**config.mk**
```make
export PLATFORM = sky130hd
export DESIGN_NAME = chan_link_rdout_ctrl
export DESIGN_NICKNAME = d
export VERILOG_FILES = /design/src/rtl/chan_link_pkg.sv /design/src/rtl/evt_pend_cnt.sv /design/src/rtl/chan_link_rdout_ctrl.sv
export SDC_FILE = /design/constraint.sdc
export NUM_CORES = 1
export LEC_CHECK = 0
export ABC_AREA = 1
export BUFFER_PORTS_ARGS = -buffer_cell sky130_fd_sc_hd__buf_2
export CORE_MARGIN = 5
export CORE_UTILIZATION = 51
export CTS_CLUSTER_SIZE = 20
export DETAILED_ROUTE_END_ITERATION = 8
export PLACE_DENSITY = 0.74
export SETUP_SLACK_MARGIN = 0.2
export SLEW_MARGIN = 20
export SYNTH_ARGS = -nofsm -noshare
export SYNTH_HDL_FRONTEND = slang
export SYNTH_SLANG_ARGS = --single-unit
```
**constraint.sdc**
```tcl
create_clock -name i_clk -period 1.7 [get_ports i_clk]
set_input_delay 0.17 -clock i_clk [delete_from_list [all_inputs] [get_ports i_clk]]
set_output_delay 0.17 -clock i_clk [all_outputs]
set_load 0.01 [all_outputs]
```
**src/rtl/chan_link_pkg.sv**
```systemverilog
// Shared definitions for the channel-link readout path: FSM encoding, frame width
// and default sizing constants.
package chan_link_pkg;

  localparam int FRAME_W           = 16;
  localparam int DEF_WORDS_PER_EVT = 96;
  localparam int DEF_EVT_Q_DEPTH   = 8;
  localparam int DEF_GAP_CYC       = 2;

  typedef enum logic [1:0] {
    ST_IDLE = 2'd0,
    ST_RD   = 2'd1,
    ST_GAP  = 2'd2
  } rd_state_e;

endpackage

```
**src/rtl/evt_pend_cnt.sv**
```systemverilog
// Saturating up/down counter of pending events with a sticky overflow flag that
// records any increment dropped because the queue was already full.
module evt_pend_cnt #(
  parameter int DEPTH = 8,
  parameter int CNT_W = $clog2(DEPTH + 1)
) (
  input  logic             i_clk,
  input  logic             i_rst,
  input  logic             i_inc,
  input  logic             i_dec,
  output logic [CNT_W-1:0] o_cnt,
  output logic [CNT_W-1:0] o_cnt_nxt,
  output logic             o_ovf
);

  logic [CNT_W-1:0] r_cnt;
  logic             r_ovf;
  logic [CNT_W-1:0] w_cnt_nxt;
  logic             w_drop;

  always_comb begin
    // NOTE: every combinational output gets a default first, so no path can infer a latch.
    w_cnt_nxt = r_cnt;
    w_drop    = 1'b0;
    if (i_inc && !i_dec) begin
      if (r_cnt == CNT_W'(DEPTH)) w_drop = 1'b1;
      else                        w_cnt_nxt = r_cnt + CNT_W'(1);
    end else if (i_dec && !i_inc && (r_cnt != '0)) begin
      w_cnt_nxt = r_cnt - CNT_W'(1);
    end
  end

  // NOTE: sequential state uses non-blocking assignments only.
  always_ff @(posedge i_clk or posedge i_rst) begin
    if (i_rst) begin
      r_cnt <= '0;
      r_ovf <= 1'b0;
    end else begin
      r_cnt <= w_cnt_nxt;
      if (w_drop) r_ovf <= 1'b1;
    end
  end

  assign o_cnt     = r_cnt;
  assign o_cnt_nxt = w_cnt_nxt;
  assign o_ovf     = r_ovf;

endmodule

```
**src/rtl/chan_link_rdout_ctrl.sv**
```systemverilog
// Readout sequencer: queues L1A-matched events, reads one frame per event out of the
// sample FIFO and presents it as a registered word stream for the channel-link driver.
module chan_link_rdout_ctrl
  import chan_link_pkg::*;
#(
  parameter int WORDS_PER_EVT = DEF_WORDS_PER_EVT,
  parameter int EVT_Q_DEPTH   = DEF_EVT_Q_DEPTH,
  parameter int GAP_CYC       = DEF_GAP_CYC,
  parameter int PEND_W        = $clog2(EVT_Q_DEPTH + 1)
) (
  input  logic               i_clk,
  input  logic               i_rst,
  input  logic               i_l1a_match,
  input  logic               i_fifo_empty,
  input  logic [FRAME_W-1:0] i_fifo_dout,
  output logic               o_fifo_rd,
  output logic [FRAME_W-1:0] o_frame_data,
  output logic               o_dvalid,
  output logic               o_last_wrd,
  output logic               o_ovlp_mux,
  output logic               o_mlt_ovlp,
  output logic               o_busy,
  output logic [PEND_W-1:0]  o_pending,
  output logic               o_evt_ovf
);

  localparam int WCNT_W = $clog2(WORDS_PER_EVT);
  localparam int GCNT_W = (GAP_CYC > 1) ? $clog2(GAP_CYC) : 1;

  rd_state_e          r_state, w_state_nxt;
  logic [WCNT_W-1:0]  r_wcnt;
  logic [GCNT_W-1:0]  r_gcnt;
  logic [PEND_W-1:0]  w_pend_nxt;
  logic               w_pend_nz, w_gap_done, w_rd_last, w_start, w_busy_raw;
  logic               r_rd_d, r_last_d, r_busy_d, r_busy_dd;
  logic               r_dvalid, r_last_wrd, r_ovlp_mux, r_mlt_ovlp;
  logic [FRAME_W-1:0] r_frame_data;

  evt_pend_cnt #(
    .DEPTH (EVT_Q_DEPTH),
    .CNT_W (PEND_W)
  ) u_pend (
    .i_clk     (i_clk),
    .i_rst     (i_rst),
    .i_inc     (i_l1a_match),
    .i_dec     (w_start),
    .o_cnt     (o_pending),
    .o_cnt_nxt (w_pend_nxt),
    .o_ovf     (o_evt_ovf)
  );

  assign w_pend_nz  = (o_pending != '0);
  assign w_gap_done = (r_gcnt == GCNT_W'(GAP_CYC - 1));
  assign w_rd_last  = o_fifo_rd && (r_wcnt == WCNT_W'(WORDS_PER_EVT - 1));
  assign w_start    = (w_state_nxt == ST_RD) && (r_state != ST_RD);
  assign w_busy_raw = (r_state != ST_IDLE) || w_pend_nz;

  always_ff @(posedge i_clk or posedge i_rst) begin
    if (i_rst) r_state <= ST_IDLE;
    else       r_state <= w_state_nxt;
  end

  always_comb begin
    w_state_nxt = r_state;
    case (r_state)
      ST_IDLE: if (w_pend_nz) w_state_nxt = ST_RD;
      ST_RD:   if (w_rd_last) w_state_nxt = ST_GAP;
      ST_GAP:  if (w_gap_done) w_state_nxt = w_pend_nz ? ST_RD : ST_IDLE;
      default: w_state_nxt = ST_IDLE;
    endcase
  end

  always_comb begin
    o_fifo_rd = (r_state == ST_RD) && !i_fifo_empty;
  end

  // Word counter advances only on actual reads, so FIFO_EMPTY simply stalls the frame.
  always_ff @(posedge i_clk or posedge i_rst) begin
    if (i_rst) begin
      r_wcnt <= '0;
      r_gcnt <= '0;
    end else begin
      if (w_rd_last)      r_wcnt <= '0;
      else if (o_fifo_rd) r_wcnt <= r_wcnt + WCNT_W'(1);
      if (r_state == ST_GAP && !w_gap_done) r_gcnt <= r_gcnt + GCNT_W'(1);
      else                                  r_gcnt <= '0;
    end
  end

  // Two-stage output pipe: FIFO data arrives one cycle after the read, then is registered.
  // BUSY rides the same pipe so it stays aligned with the word stream it describes.
  always_ff @(posedge i_clk or posedge i_rst) begin
    if (i_rst) begin
      r_rd_d       <= 1'b0;
      r_last_d     <= 1'b0;
      r_busy_d     <= 1'b0;
      r_busy_dd    <= 1'b0;
      r_dvalid     <= 1'b0;
      r_last_wrd   <= 1'b0;
      r_frame_data <= '0;
      r_ovlp_mux   <= 1'b0;
      r_mlt_ovlp   <= 1'b0;
    end else begin
      r_rd_d     <= o_fifo_rd;
      r_last_d   <= w_rd_last;
      r_busy_d   <= w_busy_raw;
      r_busy_dd  <= r_busy_d;
      r_dvalid   <= r_rd_d;
      r_last_wrd <= r_last_d;
      if (r_rd_d) r_frame_data <= i_fifo_dout;
      // A new start in the previous frame's LAST_WRD cycle takes priority over the clear.
      if (w_start) begin
        r_ovlp_mux <= (r_state == ST_GAP);
        r_mlt_ovlp <= (w_pend_nxt != '0);
      end else if (r_last_wrd) begin
        r_ovlp_mux <= 1'b0;
        r_mlt_ovlp <= 1'b0;
      end
    end
  end

  assign o_frame_data = r_frame_data;
  assign o_dvalid     = r_dvalid;
  assign o_last_wrd   = r_last_wrd;
  assign o_ovlp_mux   = r_ovlp_mux;
  assign o_mlt_ovlp   = r_mlt_ovlp;
  assign o_busy       = r_busy_dd;

endmodule

```
* After elaboration in Yosys (flattened, before gate mapping) *
Cells that the tools add are included.

word-level totals
  bits in registers = 39
  bits of input ports = 20
  output and inout port bits = 27

operators by class
  add/sub/neg operators = 4
  equal/unequal tests = 6
  mux-type cells = 16
  reductions and logical operators = 18

operators by type and width
  cell                                                                    count
  7-bit two-way mux                                                       2
  4-bit two-way mux                                                       3
  4-bit nonzero test                                                      2
  7-bit by 1-bit adder with 7-bit output (second input constant)          1
  7-bit equality test (second input constant)                             1
  1-bit logical AND                                                       7
  1-bit two-way mux                                                       7
  2-bit two-way mux                                                       3
  2-bit one-hot mux with 3 select lines                                   1
  2-bit nonzero test                                                      3
  4-bit by 1-bit adder with 4-bit output (second input constant)          1
  2-bit by 1-bit equality test with 1-bit output (second input constant)  2
  4-bit equality test (second input constant)                             1
  1-bit logical NOT                                                       4
  4-bit by 1-bit subtractor with 4-bit output (second input constant)     1
  2-bit equality test (second input constant)                             1
  2-bit logical NOT                                                       1
  2-bit by 1-bit != test with 1-bit output (second input constant)        1
  1-bit adder (second input constant)                                     1
  1-bit logical OR                                                        1

* Depth between registers and ports, before layout *
Gate-level depths: netlist of the first run.

  depth in word-level cells = 13
  gate-level depth with buffers = 13
  gate-level depth less buffers = 13

* Hierarchy *
A second synthesis of the first run with hierarchy kept.

unflattened totals
  cells, all modules = 162
  area total of the unflattened synthesis = 1716.6 µm²

modules (own cells, without submodules)
  module                times used  cells each  area an instance (µm²)  sequential area each (µm²)
  chan_link_rdout_ctrl  1           116         1372.6                  850.8
  evt_pend_cnt          1           46          344.1                   125.1

* Worst setup path after synthesis of the first run *
OpenSTA, ideal clock, no wires.

  path type = register -> register
  from = reg u_pend.r_cnt[0] (netlist: u_pend.o_cnt[0])
  to = reg r_mlt_ovlp (netlist: o_mlt_ovlp)
  library setup time = 0.116 ns
  data arrival time = 1.473 ns
  slack = 0.110 ns
  cell stages (with the launch flop) = 13
  path buffers = 0
  period minus slack after synthesis = 1.590 ns
  path through = dfrtp_1 inv_1 ha_1 nand2_4 nand3_2 nand2_1 nand2_1 nand2_1 nand2_2 nor2_1 nand2_1 nand2_1 nand2_1

on the way
  longest elaborated chain between the ends = 12
  elaborated cells on any way between the ends = 20
  those cells by class = 2 x add/sub; 2 x eq/ne; 8 x mux; 8 x reduce/logical

RTL lines
  what                                            RTL line                                        text
  start, declared                                 evt_pend_cnt.sv:16                              logic [CNT_W-1:0] r_cnt;
  start signal, assigned                          evt_pend_cnt.sv:39                              r_cnt <= w_cnt_nxt;
  4-bit nonzero test                              evt_pend_cnt.sv:28, chan_link_rdout_ctrl.sv:52
  1-bit two-way mux                               chan_link_rdout_ctrl.sv:68                      ST_GAP: if (w_gap_done) w_state_nxt = w_pend_nz ? ST_RD : ST_IDLE;
  2-bit two-way mux                               chan_link_rdout_ctrl.sv:68
  2-bit one-hot mux with 3 select lines           chan_link_rdout_ctrl.sv:65                      case (r_state)
  2-bit by 1-bit equality test with 1-bit output  chan_link_rdout_ctrl.sv:55                      assign w_start = (w_state_nxt == ST_RD) && (r_state != ST_RD);
  1-bit logical AND                               chan_link_rdout_ctrl.sv:55
  1-bit logical AND (2 in series)                 evt_pend_cnt.sv:28                              end else if (i_dec && !i_inc && (r_cnt != '0)) begin
  4-bit two-way mux                               evt_pend_cnt.sv:28
  4-bit two-way mux *                             evt_pend_cnt.sv:25                              if (i_inc && !i_dec) begin
  net u_pend.o_cnt_nxt[0]                         evt_pend_cnt.sv:12                              output logic [CNT_W-1:0] o_cnt_nxt,
  4-bit nonzero test *                            chan_link_rdout_ctrl.sv:114                     r_mlt_ovlp <= (w_pend_nxt != '0);
  1-bit two-way mux *                             chan_link_rdout_ctrl.sv:112                     if (w_start) begin
  end signal, assigned                            chan_link_rdout_ctrl.sv:114
  end, declared                                   chan_link_rdout_ctrl.sv:36                      logic r_dvalid, r_last_wrd, r_ovlp_mux, r_mlt_ovlp;

The timed path passes the listed nets; every way through them passes the cells marked *.
A chain may end at the register's enable or synchronous reset.

* Final worst setup path of the first run *
Same ends and word-level chain as after synthesis.

==> results.tsv, run 1 <==
metric	value	unit
Critical Path, Cell by Cell	inv_4 -> ha_4 -> nand3_2 -> xor2_1 -> nand2_1 -> nand2_2 -> nor2_1 -> nand2_1 -> nand2_1 -> nand2_1	
gr usage total	15.9	%
syn_nets	189	
crit-path most repeated cell	nand2_1	
CP Buf/Inv Count	1	
synthesized flop and latch total	39	
post-route ant nets	0	
Slew @ Worst Pin	0.463	ns
fraction of the mapped netlist area in adder cells	2.84	%
simple-gate share of the synthesized area	20.2	%
number of buffers created by CTS	5	
Startpoint Class	flip-flop	
Core Footprint	0.00334	mm^2
Die Ht	68.8	um
CTS root buffer	clkbuf_4	
synth unique cells	28	
Reg2Reg Setup Slack	0.20	ns
CTS tree	yes	
first-pass GRT wire length	5.49	mm
Seq/Total Area, Yosys	55.4	%
Die Area	0.00473	mm^2
maxcap violations	0	
fin crit period	1.50	ns
Critical R2R Launch	u_pend.o_cnt[0]$_DFF_PP0_	
design area	0.00230	mm^2
Hold Crit Depth	2	
mux contribution to synthesized area	10.2	%
CP endpoint kind	flip-flop	
Vias	1327	
wire length per cell	12.6	um
Post-Synth XOR/XNOR Area	1.99	%
Hold EP	o_frame_data[4]$_DFFE_PP0P_	
Syn Std Cell Area	0.00176	mm^2
fin crit share	88.3	%
H-tree Lvls	2	
Post-DP HPWL	2.53	mm
row count	21	
Lkg Pwr	1.15	nW
initial antenna violation count	0	
slew margin rel.	69.1	%
Die Width	68.8	um
setup violators final	0	
Synth Flop Type	dfrtp_1	
n_diodes	0	
Worst Skew	0.00923	ns
synth-to-layout area growth	30.4	%
clk_lat worst skew	0.36	ns
Reg clk slew, reported paths	0.12	ns
number of synthesized flops with an enable pin	0	
Compound-Gate Fraction of Synth Area	3.26	%
Ys Warns	0	
largest net degree at the start of global routing	40	
maximum vdd ir drop	0.810	mV
Critical Path Source	u_pend.o_cnt[0]$_DFF_PP0_	
RD Place Congestion	1.02	
dpl cell area	0.00206	mm^2
Worst path slowest cell	dfrtp_2	
Max Clk Rate	0.666	GHz
# DRC	0	
Max clock buf depth	2	
maximum fanout along the worst path	3	
critical path class	reg -> reg	
DRT Wirelength	3.50	mm
post-synthesis cell count	165	
max incr delay on CP	0.47	ns
clk sinks	39	
Detailed Routing Iterations Pass 1	4	
DRT iter0 DRCs	56	
vias per inst	4.79	
total grt overflow	0	
fin nets	254	
required time of the critical path	1.96	ns
Tightest Hold Check Type	in -> reg	
Fin Setup TNS	0	ns
worst reg2reg path endpoint	o_mlt_ovlp$_DFFE_PP0P_	
largest family of logic cells by synthesized area	simple AND/OR/NAND/NOR gates	
initial core utilization	52.8	%
Power Dens Cells	1670	mW/mm^2
WP data arrival	1.76	ns
Slew Limit Fails	0	
Hold Crit Start	i_fifo_dout[4]	
final hold violation count	0	
number of global-route vias before repair	1313	
outcome	complete, no violations	
top cell family by delay on the critical path	simple AND/OR/NAND/NOR gates	
I/O pins	47	
ys async rst share	100	%
port bufs	46	
Reg2Reg Depth	10	
RSZ-0062 raised after global routing	true	
share of cells above drive strength 1	47.6	%
Avg Cell Area, Syn	10.7	um^2
[synth_stat cells (all sizes together) (3+ instances only)]
| master | count | area share [%] |
|---|---|---|
| nand4 | 6 | 2.5 |
| mux2 | 16 | 10 |
| dfrtp | 39 | 55 |
| nand3 | 10 | 3.8 |
| xor2 | 3 | 1.5 |
| inv | 23 | 5.0 |
| a21oi | 3 | 0.85 |
| nand2 | 37 | 10 |
| o21ai | 7 | 2.0 |
| ha | 4 | 2.8 |
| nor2 | 9 | 2.5 |
[layer usage]
layer | global-route usage, % | vias up | part of all wire (%) | wire (um)
met1 | 17.1 | 614 | 39 | 1380
met3 | 4.86 | 7 | 8.9 | 311
li1 | - | 660 | - | -
met2 | 27.8 | 46 | 50 | 1740
met4 | 8.76 | 0 | 1.9 | 68
met5 | 0 | - | 0 | 0
[sequential cells by signal, summed over array words and instances, names as in the netlist, 2 cells and up]
name,count
u_pend.o_cnt,4
r_state,2
r_wcnt,7
o_frame_data,16
[worst max path at each step]
stage / endpoint / slack, ns / depth (start not counted)
2_1_floorplan: o_mlt_ovlp$_DFFE_PP0P_ / 0.23 / 10
3_3_place_gp: o_mlt_ovlp$_DFFE_PP0P_ / 0.18 / 10
3_5_place_dp: o_mlt_ovlp$_DFFE_PP0P_ / 0.13 / 10
4_1_cts: o_mlt_ovlp$_DFFE_PP0P_ / 0.20 / 10
5_1_grt: r_state[0]$_DFF_PP0_ / 0.11 / 8
6_report: o_mlt_ovlp$_DFFE_PP0P_ / 0.20 / 10
[what timing repair did]
action,in CTS,in global routing
hold endpoints to repair,39,0
buffers inserted,4,8
pin swaps,0,7
gates resized for setup,2,10
hold buffers,1,0
endpoints found under the setup margin,2,7
[cells in the final DEF, fill, tap and decap left out, types with 2 or more instances in the layout]
| cell type | instances |
|---|---|
| a21oi_1 | 3 |
| dfrtp_2 | 2 |
| inv_1 | 16 |
| o21ai_0 | 7 |
| bufinv_16 | 2 |
| xor2_1 | 3 |
| inv_4 | 2 |
| nand2_4 | 2 |
| buf_2 | 46 |
| nand2_8 | 2 |
| buf_4 | 13 |
| mux2_2 | 16 |
| ha_1 | 2 |
| nand3_2 | 2 |
| nor2_1 | 7 |
| clkbuf_4 | 5 |
| nand3_1 | 7 |
| dfrtp_1 | 37 |
| nand4_1 | 5 |
| nand2_2 | 4 |
| inv_2 | 5 |
| nand2_1 | 29 |
[layout make-up]
class	count	area [um^2]
Multi-Input combinational cell	100	717
Tap cell	46	57.6
Timing Repair Buffer	61	349
Fill cell	263	1040
Sequential cell	39	978
Clock inverter	3	67.6
Inverter	23	91.3
Clock buffer	5	37.5
[per-stage QoR]
stage | util [%] | power [mW] | setup WS, ns | hold slack (ns) | cells
2_1_floorplan | - | 2.44 | 0.229 | 0.322 | 165
3_3_place_gp | 61.7 | 2.79 | 0.179 | 0.298 | 256
3_5_place_dp | 61.7 | 2.86 | 0.126 | 0.308 | 256
4_1_cts | 66.1 | 3.69 | 0.203 | 0.0185 | 269
5_1_grt | 68.9 | 4.13 | 0.106 | 0.0219 | 277
6_report | 68.9 | 3.85 | 0.199 | 0.0313 | 277
[where the power goes]
part           switching, mW  internal, mW  total (mW)
Sequential             0.237          1.22        1.46
Clock                  0.310         0.457       0.767
Combinational          0.869         0.753        1.62
[cell families after synthesis]
group	Yosys count
AO/OA/AOI/OAI	11
XOR/XNOR	4
flip-flops	39
adder cells (fa/ha/maj)	4
AND/OR/NAND/NOR	65
buffers and inverters	26
multiplexers	16
Note: power is estimated with default switching activity, not from simulation.
==> run 2, diff against run 1 <==
PLACE_DENSITY = 0.78   (was 0.74)
==> run 2 against run 1 <==
Effect of this change: critical endpoint unchanged; die area stayed put; routed wire length rose by 3.8%; sequential share of layout area decreased by 0.29 points; critical path type unchanged; global-route usage shrank 0.73 points; non-clock buffer count stayed put; final cell count unchanged; critical path depth stayed put; combinational power grew 4%; worst setup slack got worse by 0.0035 ns; largest cell class unchanged.
==> results.tsv, run 2 (synthesized netlist as in run 1, its figures left out) <==
metric	value	unit	change
setup violators final	0		unchanged
maxcap violations	0		unchanged
Post-DP HPWL	2.52	mm	was 2.53 mm
met1 GRT Util	16.3	%	was 17.1%
worst reg2reg path endpoint	o_mlt_ovlp$_DFFE_PP0P_		unchanged
power share of the sequential group	38.4	%	was 37.9%
WP data arrival	1.74	ns	was 1.76 ns
final hold violation count	0		unchanged
synth-to-layout area growth	31.4	%	was 30.4%
post-route ant nets	0		unchanged
Startpoint Class	flip-flop		unchanged
CP endpoint kind	flip-flop		unchanged
critical path class	reg -> reg		unchanged
Reg clk slew, reported paths	0.11	ns	was 0.12 ns
Tightest Hold Check Type	in -> reg		unchanged
most frequent cells in the layout	buf_2 (45), dfrtp_1 (36), nand2_1 (26), mux2_2 (16), inv_1 (16)		was buf_2 (46), dfrtp_1 (37), nand2_1 (29), mux2_2 (16), inv_1 (16)
most common cell after layout, fill and taps aside	buf_2		unchanged
Worst Skew	0.00301	ns	was 0.00923 ns
routing usage on met3	4.54	%	was 4.86%
Critical R2R Launch	u_pend.o_cnt[2]$_DFF_PP0_		was u_pend.o_cnt[0]$_DFF_PP0_
CTS root buffer	clkbuf_4		unchanged
initial core utilization	52.8	%	unchanged
clk sinks	39		unchanged
initial antenna violation count	0		unchanged
max reg flops	16		unchanged
Critical Path Source	u_pend.o_cnt[2]$_DFF_PP0_		was u_pend.o_cnt[0]$_DFF_PP0_
fillers	251		was 263
port bufs	46		unchanged
Max Clk Rate	0.665	GHz	was 0.666 GHz
clk_lat worst skew	0.33	ns	was 0.36 ns
DRT iter0 DRCs	66		was 56
Pwr Total	3.78	mW	was 3.85 mW
Reg2Reg Setup Slack	0.20	ns	about the same
fin crit share	88.5	%	was 88.3%
Lkg Pwr	1.15	nW	about the same
clock share of power	16.8	%	was 19.9%
wire length per cell	13.1	um	was 12.6 um
row count	21		unchanged
sw frac	38.2	%	was 36.8%
Max clock buf depth	2		unchanged
Int Pwr	2.33	mW	was 2.43 mW
Vias	1370		was 1327
required time of the critical path	1.93	ns	was 1.96 ns
Slew Limit Fails	0		unchanged
Die Ht	68.8	um	unchanged
total grt overflow	0		unchanged
fin nets	254		unchanged
maximum fanout along the worst path	7		was 3
Slew @ Worst Pin	0.282	ns	was 0.463 ns
Power Dens Cells	1630	mW/mm^2	was 1670 mW/mm^2
Die Width	68.8	um	unchanged
Reg2Reg Depth	10		unchanged
Finished Core Util	69.4	%	was 68.9%
Fin Setup TNS	0	ns	unchanged
gr usage total	15.2	%	was 15.9%
Setup crit end	o_mlt_ovlp$_DFFE_PP0P_		unchanged
Top Usage Layer GRT	met2		unchanged
slew margin rel.	81.2	%	was 69.1%
RSZ-0062 raised after global routing	true		unchanged
outcome	complete, no violations		unchanged
switching power	1.44	mW	was 1.42 mW
DRT Wirelength	3.63	mm	was 3.50 mm
# DRC	0		unchanged
H-tree Lvls	2		unchanged
Core Footprint	0.00334	mm^2	unchanged
Combinational Power Share	44.8	%	was 42.1%
first-pass GRT wire length	5.34	mm	was 5.49 mm
Detailed Routing Iterations Pass 1	4		unchanged
fin crit period	1.50	ns	about the same
number of buffers created by CTS	5		unchanged
share of cells above drive strength 1	49.8	%	was 47.6%
vias per inst	4.95		was 4.79
CTS tree	yes		unchanged
n_diodes	0		unchanged
GR met2 Demand/Resource	27.1	%	was 27.8%
largest net degree at the start of global routing	23		was 40
RD Place Congestion	0.891		was 1.02
maximum vdd ir drop	0.734	mV	was 0.810 mV
Die Area	0.00473	mm^2	unchanged
I/O pins	47		unchanged
number of global-route vias before repair	1301		was 1313
run 2: cell types whose count changed in the layout (fill, tap and decap cells not counted), sizes merged:
cell      previous run  this run
bufinv               2         1
clkbuf               5         6
clkinv               0         1
clkinvlp             1         0
run 2: worst min-delay path by stage:
stage	from	cells past startpoint	to
global placement	i_rst	3	o_frame_data[7]$_DFFE_PP0P_
global route	i_fifo_dout[0]	2	o_frame_data[0]$_DFFE_PP0P_
finish	i_fifo_dout[5]	2	o_frame_data[5]$_DFFE_PP0P_
CTS	i_fifo_dout[5]	2	o_frame_data[5]$_DFFE_PP0P_
detailed placement	i_rst	3	o_ovlp_mux$_DFFE_PP0P_
floorplan	i_fifo_dout[10]	1	o_frame_data[10]$_DFFE_PP0P_
run 2: layout make-up:
cell class | count | area (um^2) | area share (%)
Sequential cell | 39 | 980 | 42.3
Multi-Input combinational cell | 100 | 753 | 32.5
Timing Repair Buffer | 61 | 352 | 15.2
Inverter | 23 | 88.8 | 3.83
Tap cell | 46 | 57.6 | 2.48
Clock buffer | 6 | 51.3 | 2.21
Clock inverter | 2 | 35.0 | 1.51
run 2: metrics by stage:
step	cell area, um^2	hold WS (ns)	setup slack [ns]	cells
after floorplan	1780	0.322	0.229	165
after global placement	2070	0.216	0.0880	257
after detailed placement	2070	0.213	0.105	257
after global routing	2320	0.0424	0.0663	277
final	2320	0.0575	0.196	277
after CTS	2180	0.0417	0.210	268
run 2: repair_timing:
item                                   4_1_cts  5_1_grt
buffers inserted                             2        9
endpoints found under the hold margin       39        0
hold buffers                                 1        0
pin swaps                                    0       11
setup endpoints to repair                    1        6
gates resized for setup                      4       16
run 2: worst max-delay path, cell delays in order, from the launching register on:
cell	delay [ns]
dfrtp_2	0.49
buf_4	0.17
inv_1	0.08
nand3_2	0.10
xor2_1	0.16
nand2_1	0.08
nand2_2	0.06
nor2_2	0.11
nand2_1	0.06
nand2_1	0.05
nand2_1	0.05
run 2: power by group through the flow:
stage / logic, mW / registers (mW) / clock network [mW]
4_1_cts: 1.45 / 1.44 / 0.651
5_1_grt: 1.87 / 1.50 / 0.689
3_3_place_gp: 1.35 / 1.46 / 0
2_1_floorplan: 0.923 / 1.52 / 0
3_5_place_dp: 1.38 / 1.47 / 0
6_report: 1.69 / 1.45 / 0.636
run 2: per-layer routing:
layer  wire, um  up-vias
met1       1490      655
met5          0        -
met4         80        0
met2       1800       48
met3        265        9
li1           -      658
==> run 3, diff against run 2 <==
CELL_PAD_IN_SITES_DETAIL_PLACEMENT = 1   (was default)
CELL_PAD_IN_SITES_GLOBAL_PLACEMENT = 1   (was default)
CORE_UTILIZATION = 39   (was 51)
PLACE_DENSITY = default   (was 0.78)
PLACE_DENSITY_LB_ADDON = 0.1   (was default)
==> run 3 against run 2 <==
Effect of this change: the flow now finishes with violations (hold timing); via count fell by 1.1%; die area rose by 26%; final cell count rose by 1.1%; power rose by 0.23%; flip-flop and latch count did not move; clock power rose by 3%; worst setup slack got worse by 0.016 ns; sequential share of layout area rose by 0.51 points.
==> results.tsv, run 3 (synthesized netlist as in run 1, its figures left out) <==
metric	value	unit	change
outcome	finished with violations		was complete, no violations
sw frac	39.3	%	was 38.2%
crit-path most repeated cell	nand2_1		unchanged
Combinational Power Share	43.8	%	was 44.8%
fin crit period	1.52	ns	was 1.50 ns
top cell family by delay on the critical path	simple AND/OR/NAND/NOR gates		unchanged
switching power	1.49	mW	was 1.44 mW
WP data arrival	1.71	ns	was 1.74 ns
final std cells w/o fill	280		was 277
number of global-route vias before repair	1490		was 1301
first-pass GRT wire length	6.89	mm	was 5.34 mm
Int Pwr	2.30	mW	was 2.33 mW
total grt overflow	0		unchanged
Pwr Total	3.79	mW	was 3.78 mW
clk sinks	39		unchanged
Slew @ Worst Pin	0.504	ns	was 0.282 ns
Reg clk slew, reported paths	0.08	ns	was 0.11 ns
CTS root buffer	clkbuf_8		was clkbuf_4
Lkg Pwr	1.13	nW	was 1.15 nW
gr usage total	14.5	%	was 15.2%
max reg flops	16		unchanged
Max Clk Rate	0.658	GHz	was 0.665 GHz
failing checks	hold timing		
Die Area	0.00597	mm^2	was 0.00473 mm^2
clk_lat worst skew	0.29	ns	was 0.33 ns
row count	24		was 21
fin nets	251		was 254
share of cells above drive strength 1	47.4	%	was 49.8%
Detailed Routing Iterations Pass 1	4		unchanged
Power Dens Cells	1650	mW/mm^2	was 1630 mW/mm^2
RD Place Congestion	0.789		was 0.891
Critical Path, Cell by Cell	inv_4 -> ha_4 -> nand2_8 -> nand2_8 -> nand3_4 -> nand2_2 -> nand2_2 -> nand2_2 -> nand2_1 -> inv_1 -> nand2_1 -> nand2_1 -> nand2_1		was buf_4 -> inv_1 -> nand3_2 -> xor2_1 -> nand2_1 -> nand2_2 -> nor2_2 -> nand2_1 -> nand2_1 -> nand2_1
most frequent cells in the layout	buf_2 (46), dfrtp_1 (36), nand2_1 (29), mux2_2 (16), inv_1 (16)		was buf_2 (45), dfrtp_1 (36), nand2_1 (26), mux2_2 (16), inv_1 (16)
Hold Slack	-0.00180	ns	was 0.0575 ns
Core Footprint	0.00438	mm^2	was 0.00334 mm^2
initial antenna violation count	0		unchanged
Startpoint Class	flip-flop		unchanged
Reg2Reg Setup Slack	0.18	ns	was 0.20 ns
Worst path slowest cell	dfrtp_2		unchanged
synth-to-layout area growth	29.9	%	was 31.4%
most common cell after layout, fill and taps aside	buf_2		unchanged
Finished Core Util	52.2	%	was 69.4%
Fin Setup TNS	0	ns	unchanged
final hold violation count	1		was 0
power share of the sequential group	39.0	%	was 38.4%
CP endpoint kind	flip-flop		unchanged
Reg2Reg Depth	13		was 10
maxcap violations	0		unchanged
Slew Limit Fails	0		unchanged
setup violators final	0		unchanged
vias per inst	4.84		was 4.95
Worst Skew	0.00849	ns	was 0.00301 ns
I/O pins	47		unchanged
critical path class	reg -> reg		unchanged
fin crit share	89.4	%	was 88.5%
dpl cell area	0.00207	mm^2	unchanged
wire length per cell	15.0	um	was 13.1 um
Critical R2R Launch	u_pend.o_cnt[0]$_DFF_PP0_		was u_pend.o_cnt[2]$_DFF_PP0_
final worst slack	0.179	ns	was 0.196 ns
Post-DP HPWL	3.05	mm	was 2.52 mm
placed cells	262		was 257
Die Width	77.2	um	was 68.8 um
number of buffers created by CTS	5		unchanged
CP Buf/Inv Count	2		unchanged
Max clock buf depth	2		unchanged
port bufs	46		unchanged
Tightest Hold Check Type	in -> async		was in -> reg
initial core utilization	40.2	%	was 52.8%
DRT Wirelength	4.21	mm	was 3.63 mm
RSZ-0062 raised after global routing	true		unchanged
required time of the critical path	1.89	ns	was 1.93 ns
clock share of power	17.2	%	was 16.8%
worst slack, placed	0.0689	ns	was 0.105 ns
# DRC	0		unchanged
n_diodes	0		unchanged
CTS tree	yes		unchanged
slew margin rel.	66.4	%	was 81.2%
fillers	505		was 251
DRT iter0 DRCs	59		was 66
design area	0.00229	mm^2	was 0.00232 mm^2
max incr delay on CP	0.45	ns	was 0.49 ns
maximum vdd ir drop	0.690	mV	was 0.734 mV
post-route ant nets	0		unchanged
Vias	1355		was 1370
Die Ht	77.2	um	was 68.8 um
worst reg2reg path endpoint	o_mlt_ovlp$_DFFE_PP0P_		unchanged
maximum fanout along the worst path	6		was 7
largest net degree at the start of global routing	40		was 23
H-tree Lvls	2		unchanged
==> run 3: changes by cell type in the layout (fill, tap and decap cells not counted), moves of 2 or more <==
cell and delta:
clkbuf_4 -5, clkbuf_8 +5, nand2_1 +3, nand2_2 -3
buf_4 -2
==> run 3: worst max path at each step <==
stage                                   start                endpoint  slack (ns)  cells after the start
global route        u_pend.o_cnt[0]$_DFF_PP0_  o_mlt_ovlp$_DFFE_PP0P_        0.06                     13
finish              u_pend.o_cnt[0]$_DFF_PP0_  o_mlt_ovlp$_DFFE_PP0P_        0.18                     13
CTS                 u_pend.o_cnt[0]$_DFF_PP0_  o_mlt_ovlp$_DFFE_PP0P_        0.19                     12
floorplan           u_pend.o_cnt[1]$_DFF_PP0_  o_mlt_ovlp$_DFFE_PP0P_        0.23                     10
detailed placement  u_pend.o_cnt[0]$_DFF_PP0_  o_mlt_ovlp$_DFFE_PP0P_        0.07                     10
global placement    u_pend.o_cnt[0]$_DFF_PP0_  o_mlt_ovlp$_DFFE_PP0P_        0.13                     10
==> run 3: final cells by class <==
type,count,area (um^2),area share [%]
Sequential cell,39,980,42.8
Multi-Input combinational cell,100,738,32.2
Timing Repair Buffer,58,320,14.0
Inverter,23,91.3,3.99
Clock buffer,7,86.3,3.77
Tap cell,52,65.1,2.84
Clock inverter,1,8.76,0.383
==> run 3: what timing repair did <==
item                                    4_1_cts  5_1_grt
setup buffers                                 5        5
hold buffers                                  0        0
resized for setup                             5       10
endpoints found under the setup margin        1        7
pin swaps                                     2        7
==> run 3: worst register-to-register path, stage by stage (launching register included) <==
cell and delay, ns:
dfrtp_2 0.45, inv_4 0.10, ha_4 0.18, nand2_8 0.08
nand2_8 0.09, nand3_4 0.07, nand2_2 0.08, nand2_2 0.06
nand2_2 0.09, nand2_1 0.05, inv_1 0.04, nand2_1 0.04
nand2_1 0.05, nand2_1 0.04
==> run 3: power groups by stage <==
stage	registers [mW]	logic (mW)	clock network, mW
global placement	1.47	1.36	0
finish	1.48	1.66	0.653
global route	1.52	1.83	0.723
floorplan	1.52	0.923	0
CTS	1.46	1.56	0.677
detailed placement	1.49	1.42	0
==> run 3: per-layer routing <==
metal / global-route usage (%) / part of all wire [%]
met1: 15.4 / 39
met2: 26.5 / 55
met3: 4.33 / 4.0
met4: 5.67 / 1.9
met5: 0 / 0
